File: config.mk
export PLATFORM = sky130hd
export DESIGN_NAME = sequence_generator
export DESIGN_NICKNAME = d
export VERILOG_FILES = /design/src/rtl/sequence_generator.sv
export SDC_FILE = /design/constraint.sdc
export NUM_CORES = 1
export LEC_CHECK = 0
export CORE_ASPECT_RATIO = 1.25
export CORE_MARGIN = 10
export CORE_UTILIZATION = 54
export DETAILED_ROUTE_END_ITERATION = 16
export PLACE_DENSITY = 0.86
export SYNTH_ARGS = -nofsm -noshare
export SYNTH_HDL_FRONTEND = slang
export SYNTH_SLANG_ARGS = --single-unit
File: constraint.sdc
create_clock -name clk -period 2.9 [get_ports clk]
set_input_delay 0.58 -clock clk [delete_from_list [all_inputs] [get_ports clk]]
set_output_delay 0.58 -clock clk [all_outputs]
set_load 0.1 [all_outputs]
File: src/rtl/sequence_generator.sv
// Serial pattern generator: shifts a captured pattern out MSB-first for
// repeat_cnt+1 passes, with optional idle-low gaps between passes, then
// emits a single-cycle done pulse. Intended to feed a sequence detector.
//
// state  | meaning
// -------+----------------------------------------------------------
// IDLE   | waiting for load_valid; load_ready high
// SHIFT  | driving captured pattern[idx] on out, out_valid high
// GAP    | idle-low spacing between passes (GAP_CYCLES cycles)
// DONE   | one-cycle done pulse, then back to IDLE
module sequence_generator #(
    parameter int WIDTH      = 8,
    parameter int GAP_CYCLES = 1
) (
    input  logic                     clk,
    input  logic                     rst,
    input  logic                     load_valid,
    output logic                     load_ready,
    input  logic [WIDTH-1:0]         pattern,
    input  logic [$clog2(WIDTH):0]   length,
    input  logic [3:0]               repeat_cnt,
    input  logic                     abort,
    output logic                     out,
    output logic                     out_valid,
    output logic                     done,
    output logic [2:0]               state
);

    localparam int LW = $clog2(WIDTH) + 1;
    localparam int IW = (WIDTH > 1) ? $clog2(WIDTH) : 1;
    localparam int GW = (GAP_CYCLES > 1) ? $clog2(GAP_CYCLES) : 1;

    // Gap timer is a down-counter loaded with GAP_CYCLES-1; terminal count is 0.
    localparam logic [GW-1:0] GAP_LOAD = (GAP_CYCLES > 0) ? GW'(GAP_CYCLES - 1) : '0;

    typedef enum logic [2:0] {
        S_IDLE  = 3'b000,
        S_SHIFT = 3'b001,
        S_GAP   = 3'b010,
        S_DONE  = 3'b011
    } state_t;

    state_t             r_state;
    logic [WIDTH-1:0]   r_pattern;
    logic [IW-1:0]      r_last_idx;
    logic [IW-1:0]      r_idx;
    logic [3:0]         r_rep;
    logic [GW-1:0]      r_gap;

    state_t             w_state_nxt;
    logic [WIDTH-1:0]   w_pattern_nxt;
    logic [IW-1:0]      w_last_idx_nxt;
    logic [IW-1:0]      w_idx_nxt;
    logic [3:0]         w_rep_nxt;
    logic [GW-1:0]      w_gap_nxt;
    logic [IW-1:0]      w_load_last;

    // Starting index for a new request; a length of 0 (or anything beyond WIDTH) means WIDTH bits.
    always_comb begin
        w_load_last = IW'(WIDTH - 1);
        if (length != '0 && length <= LW'(WIDTH)) begin
            w_load_last = IW'(length - LW'(1));
        end
    end

    // State register and captured transmission context.
    always_ff @(posedge clk) begin
        if (rst) begin
            r_state    <= S_IDLE;
            r_pattern  <= '0;
            r_last_idx <= '0;
            r_idx      <= '0;
            r_rep      <= '0;
            r_gap      <= '0;
        end else begin
            r_state    <= w_state_nxt;
            r_pattern  <= w_pattern_nxt;
            r_last_idx <= w_last_idx_nxt;
            r_idx      <= w_idx_nxt;
            r_rep      <= w_rep_nxt;
            r_gap      <= w_gap_nxt;
        end
    end

    // Next-state, datapath updates and Moore outputs.
    always_comb begin
        w_state_nxt    = r_state;
        w_pattern_nxt  = r_pattern;
        w_last_idx_nxt = r_last_idx;
        w_idx_nxt      = r_idx;
        w_rep_nxt      = r_rep;
        w_gap_nxt      = r_gap;

        load_ready = (r_state == S_IDLE) && !rst;
        out        = 1'b0;
        out_valid  = 1'b0;
        done       = 1'b0;
        state      = r_state;

        case (r_state)
            S_IDLE: begin
                if (load_valid && load_ready && !abort) begin
                    w_state_nxt    = S_SHIFT;
                    w_pattern_nxt  = pattern;
                    w_last_idx_nxt = w_load_last;
                    w_idx_nxt      = w_load_last;
                    w_rep_nxt      = repeat_cnt;
                end
            end

            S_SHIFT: begin
                out       = r_pattern[r_idx];
                out_valid = 1'b1;
                if (abort) begin
                    w_state_nxt = S_IDLE;
                end else if (r_idx == '0) begin
                    if (r_rep != 4'd0) begin
                        w_rep_nxt = r_rep - 4'd1;
                        if (GAP_CYCLES > 0) begin
                            w_state_nxt = S_GAP;
                            w_gap_nxt   = GAP_LOAD;
                        end else begin
                            w_idx_nxt = r_last_idx;
                        end
                    end else begin
                        w_state_nxt = S_DONE;
                    end
                end else begin
                    w_idx_nxt = r_idx - IW'(1);
                end
            end

            S_GAP: begin
                if (abort) begin
                    w_state_nxt = S_IDLE;
                end else if (r_gap == '0) begin
                    w_state_nxt = S_SHIFT;
                    w_idx_nxt   = r_last_idx;
                end else begin
                    w_gap_nxt = r_gap - GW'(1);
                end
            end

            S_DONE: begin
                // An abort landing here still suppresses the pulse for this transmission.
                done        = !abort;
                w_state_nxt = S_IDLE;
            end

            default: begin
                w_state_nxt = S_IDLE;
            end
        endcase
    end

endmodule

==> out/summary.md <==
The run finished with clean final reports. The run gives 0 as the final count of pins violating max slew. The tools report the first-pass GRT wire length as 5.26 mm. The core region is 0.00223 mm2. The top flip-flop cell by instance count after synthesis is dfxtp_1.

VDD sags by at most 0.000567 V. For the filler cell count, the log shows 180. The run gives 0.569 as the starting density of the core. For the number of antenna violations at the first check in global routing, the log shows 0.

The sort of element at the end of the critical path was an output pin. For the number of clock buffers inserted by TritonCTS, the log shows 3. The run gives 0.0100 ns as the maximum clock skew at final layout. 0 antenna diodes ended up in the layout. From left edge to right edge, the die measures 63.4 um. The critical path required time is 2.32 ns, and the count of input and output buffers is 25. The final period utilization was 0.840; the cell area after synthesis was 0.00127 mm2.

The share of the yosys chip area belonging to registers is 0.315. The number of enable flip-flop cells after synthesis was 0; the maximum number of pins on one net before global-route repair was 24. For the final design utilization, the log shows 0.725. At the worst endpoint, the arrival time is 1.86 ns.

After routing, the total negative slack on setup checks comes to 0 ns. The final layout contains routed wiring with a total length of 3.11 mm. Setup repair after global routing left no endpoint under its margin. The total number of clock tree sinks is 20. The unique cell type count in the Yosys netlist is 44. Clock-pin transition on the worst setup and hold timing paths: 0.12 ns. The number of storage elements in the synthesis netlist was 20; the total area of sequential cells was 402 um2. The number of hold buffers added after CTS was 0.

The number of rows in the core area is 19. The run gives 27 as the top-level port count. At the end of routability-driven placement, the weighted congestion stood at 0.928. The first TritonRoute pass finished after 4 iterations. Number of standard cells after synthesis: 150. The net count of the finished layout is 205.

Using the TritonRoute via totals, the vias-per-cell ratio works out to 5.66. After clock tree synthesis, the repair step resized 0 gates. Yosys printed 0 warnings.

Synthesis produced a netlist with a net count of 180. The library cells used most frequently in the layout, excluding fill and tap cells, are 24 x nand2_1, 19 x clkdlybuf4s50_1, 19 x dfxtp_1. The count of nets left with antenna violations once routing finished came out at 0. Leaving out fill and tap cells, the most frequent cell in the layout is nand2_1.

Each instance of the synthesized netlist takes up on average 8.47 um2. The cell sitting at the root of the clock tree is a clkbuf_4. The logs give 0 for the final count of negative-setup-slack endpoints and 813 um2 for the area of the multi-input gates.

TritonCTS built the clock tree. The die footprint was 0.00471 mm2; the count of vias placed by the detailed router was 1160. After layout, the design draws a total of 1470 uW. Path class of the lowest-slack min-delay path: reg2reg. Share of layout cells above drive strength 1: 0.144. Clock latency on the worst-skew pair, taken at its later pin, is 0.32 ns. The layout overhead on the synthesized area is 27.4%, and the number of global-route vias before repair is 1201. The tools report the detailed-route DRC error count as 0. The logs give 0 for the total setup buffers inserted after CTS and 410 MHz for the maximum clock rate. The largest fanout of any net on the critical path was 4. For the maximum level of the CTS H-tree, the log shows 1. The startpoint-to-endpoint class of the critical path was reg2out. The startpoint type of the worst setup path was a register. For this design the ratio of total power to cell area is 909 mW/mm2. The run gives 0 as the overall overflow remaining after global route. The run gives 0 as the count of final hold-check violations. Detailed placement ended at an HPWL of 2.47 mm.

The clock period could shrink to 2.44 ns. The max-capacitance violation count is 0, and the all-layer global routing usage is 0.137. No sink is reached through more buffers than the 2 on the longest clock path. The proportion of synthesized flip-flops having asynchronous set or reset is 0, and the height of the die is 74.2 um. In the final routed layout, each cell accounts on average for 15.2 um. The number of violations reported at the end of detailed-routing iteration 0 is 32. Summed over all cells, the static leakage comes to 0.000657 uW.
## logic make-up (layout without fill, tap and decap cells)
kind of cell    Yosys count  after routing  share of synthesized area
buf+inv                  18             42                     0.0571
flops                    20             20                      0.315
mux                       6              6                     0.0689
simple gates             53             53                      0.219
xor+xnor                  2              2                     0.0138
fa+ha+maj                10             10                     0.0984
other cells               1              1                    0.00295
compound gates           40             40                      0.225
## report_power, final
part           switching, uW  total [uW]  internal [uW]  leakage, uW
logic                    508         826            319     0.000465
registers               70.8         415            344     0.000164
clock network           91.1         231            140    0.0000279
total                    670        1470            803     0.000657
## metrics by stage
step / instance area, um2 / setup WS [ns] / hold slack, ns / std cells
3_5_place_dp: 1570 / 0.475 / 0.451 / 201
6_report: 1620 / 0.463 / 0.462 / 205
2_1_floorplan: 1290 / -0.0424 / 0.433 / 150
3_3_place_gp: 1570 / 0.590 / 0.446 / 201
4_1_cts: 1620 / 0.451 / 0.467 / 205
5_1_grt: 1620 / 0.390 / 0.491 / 205
## critical path: stages, from the launching register on
cell and delay [ns]:
dfxtp_1 0.47, mux4_2 0.54, mux2i_1 0.25, nor2_4 0.04
buf_4 0.23
## final cells by class
| class | instances | area share |
|---|---|---|
| Clock buffer | 3 | 0.0139 |
| Clock inverter | 1 | 0.0185 |
| Inverter | 12 | 0.0278 |
| Multi-Input combinational cell | 112 | 0.502 |
| Sequential cell | 20 | 0.248 |
| Tap cell | 31 | 0.0240 |
| Timing Repair Buffer | 26 | 0.165 |
## flip-flops by register name, summed over array words and instances (netlist names)
register and flops:
r_rep 4, r_pattern 8, r_idx 3, r_last_idx 3, state 2
## cells in the mapped netlist (2+ instances only)
master / number / share of area
o2111ai_1: 2 / 0.014
mux4_2: 2 / 0.035
a221o_1: 2 / 0.016
nor2_1: 9 / 0.027
mux2_2: 2 / 0.018
o32ai_1: 2 / 0.014
and3_1: 2 / 0.0098
xor2_1: 2 / 0.014
a21oi_1: 5 / 0.020
nand2_1: 24 / 0.071
clkbuf_1: 4 / 0.012
mux2i_1: 2 / 0.016
dfxtp_1: 20 / 0.31
inv_1: 12 / 0.035
o21ai_0: 13 / 0.051
a21o_1: 2 / 0.012
nor2b_1: 5 / 0.025
or3_1: 2 / 0.0098
a211oi_1: 2 / 0.012
nand2b_1: 3 / 0.015
ha_1: 10 / 0.098
## worst paths after layout
| path | from | to | slack [ns] | depth (start not counted) |
|---|---|---|---|---|
| worst max-delay path | r_idx[0] | out | 0.46 | 4 |
| worst min-delay path | r_pattern[7] | r_pattern[7] | 0.46 | 2 |
| worst max register to register | state[1] | r_rep[1] | 0.94 | 6 |
| worst min register to register | r_pattern[7] | r_pattern[7] | 0.46 | 2 |
## metal layers
layer / vias up / global-route usage / part of all wire
met5: - / 0 / 0
met4: 0 / 0.0681 / 0.018
met3: 5 / 0.0375 / 0.052
met2: 36 / 0.254 / 0.51
met1: 537 / 0.139 / 0.42
li1: 582 / - / -
(Power assumes the default switching activity.)
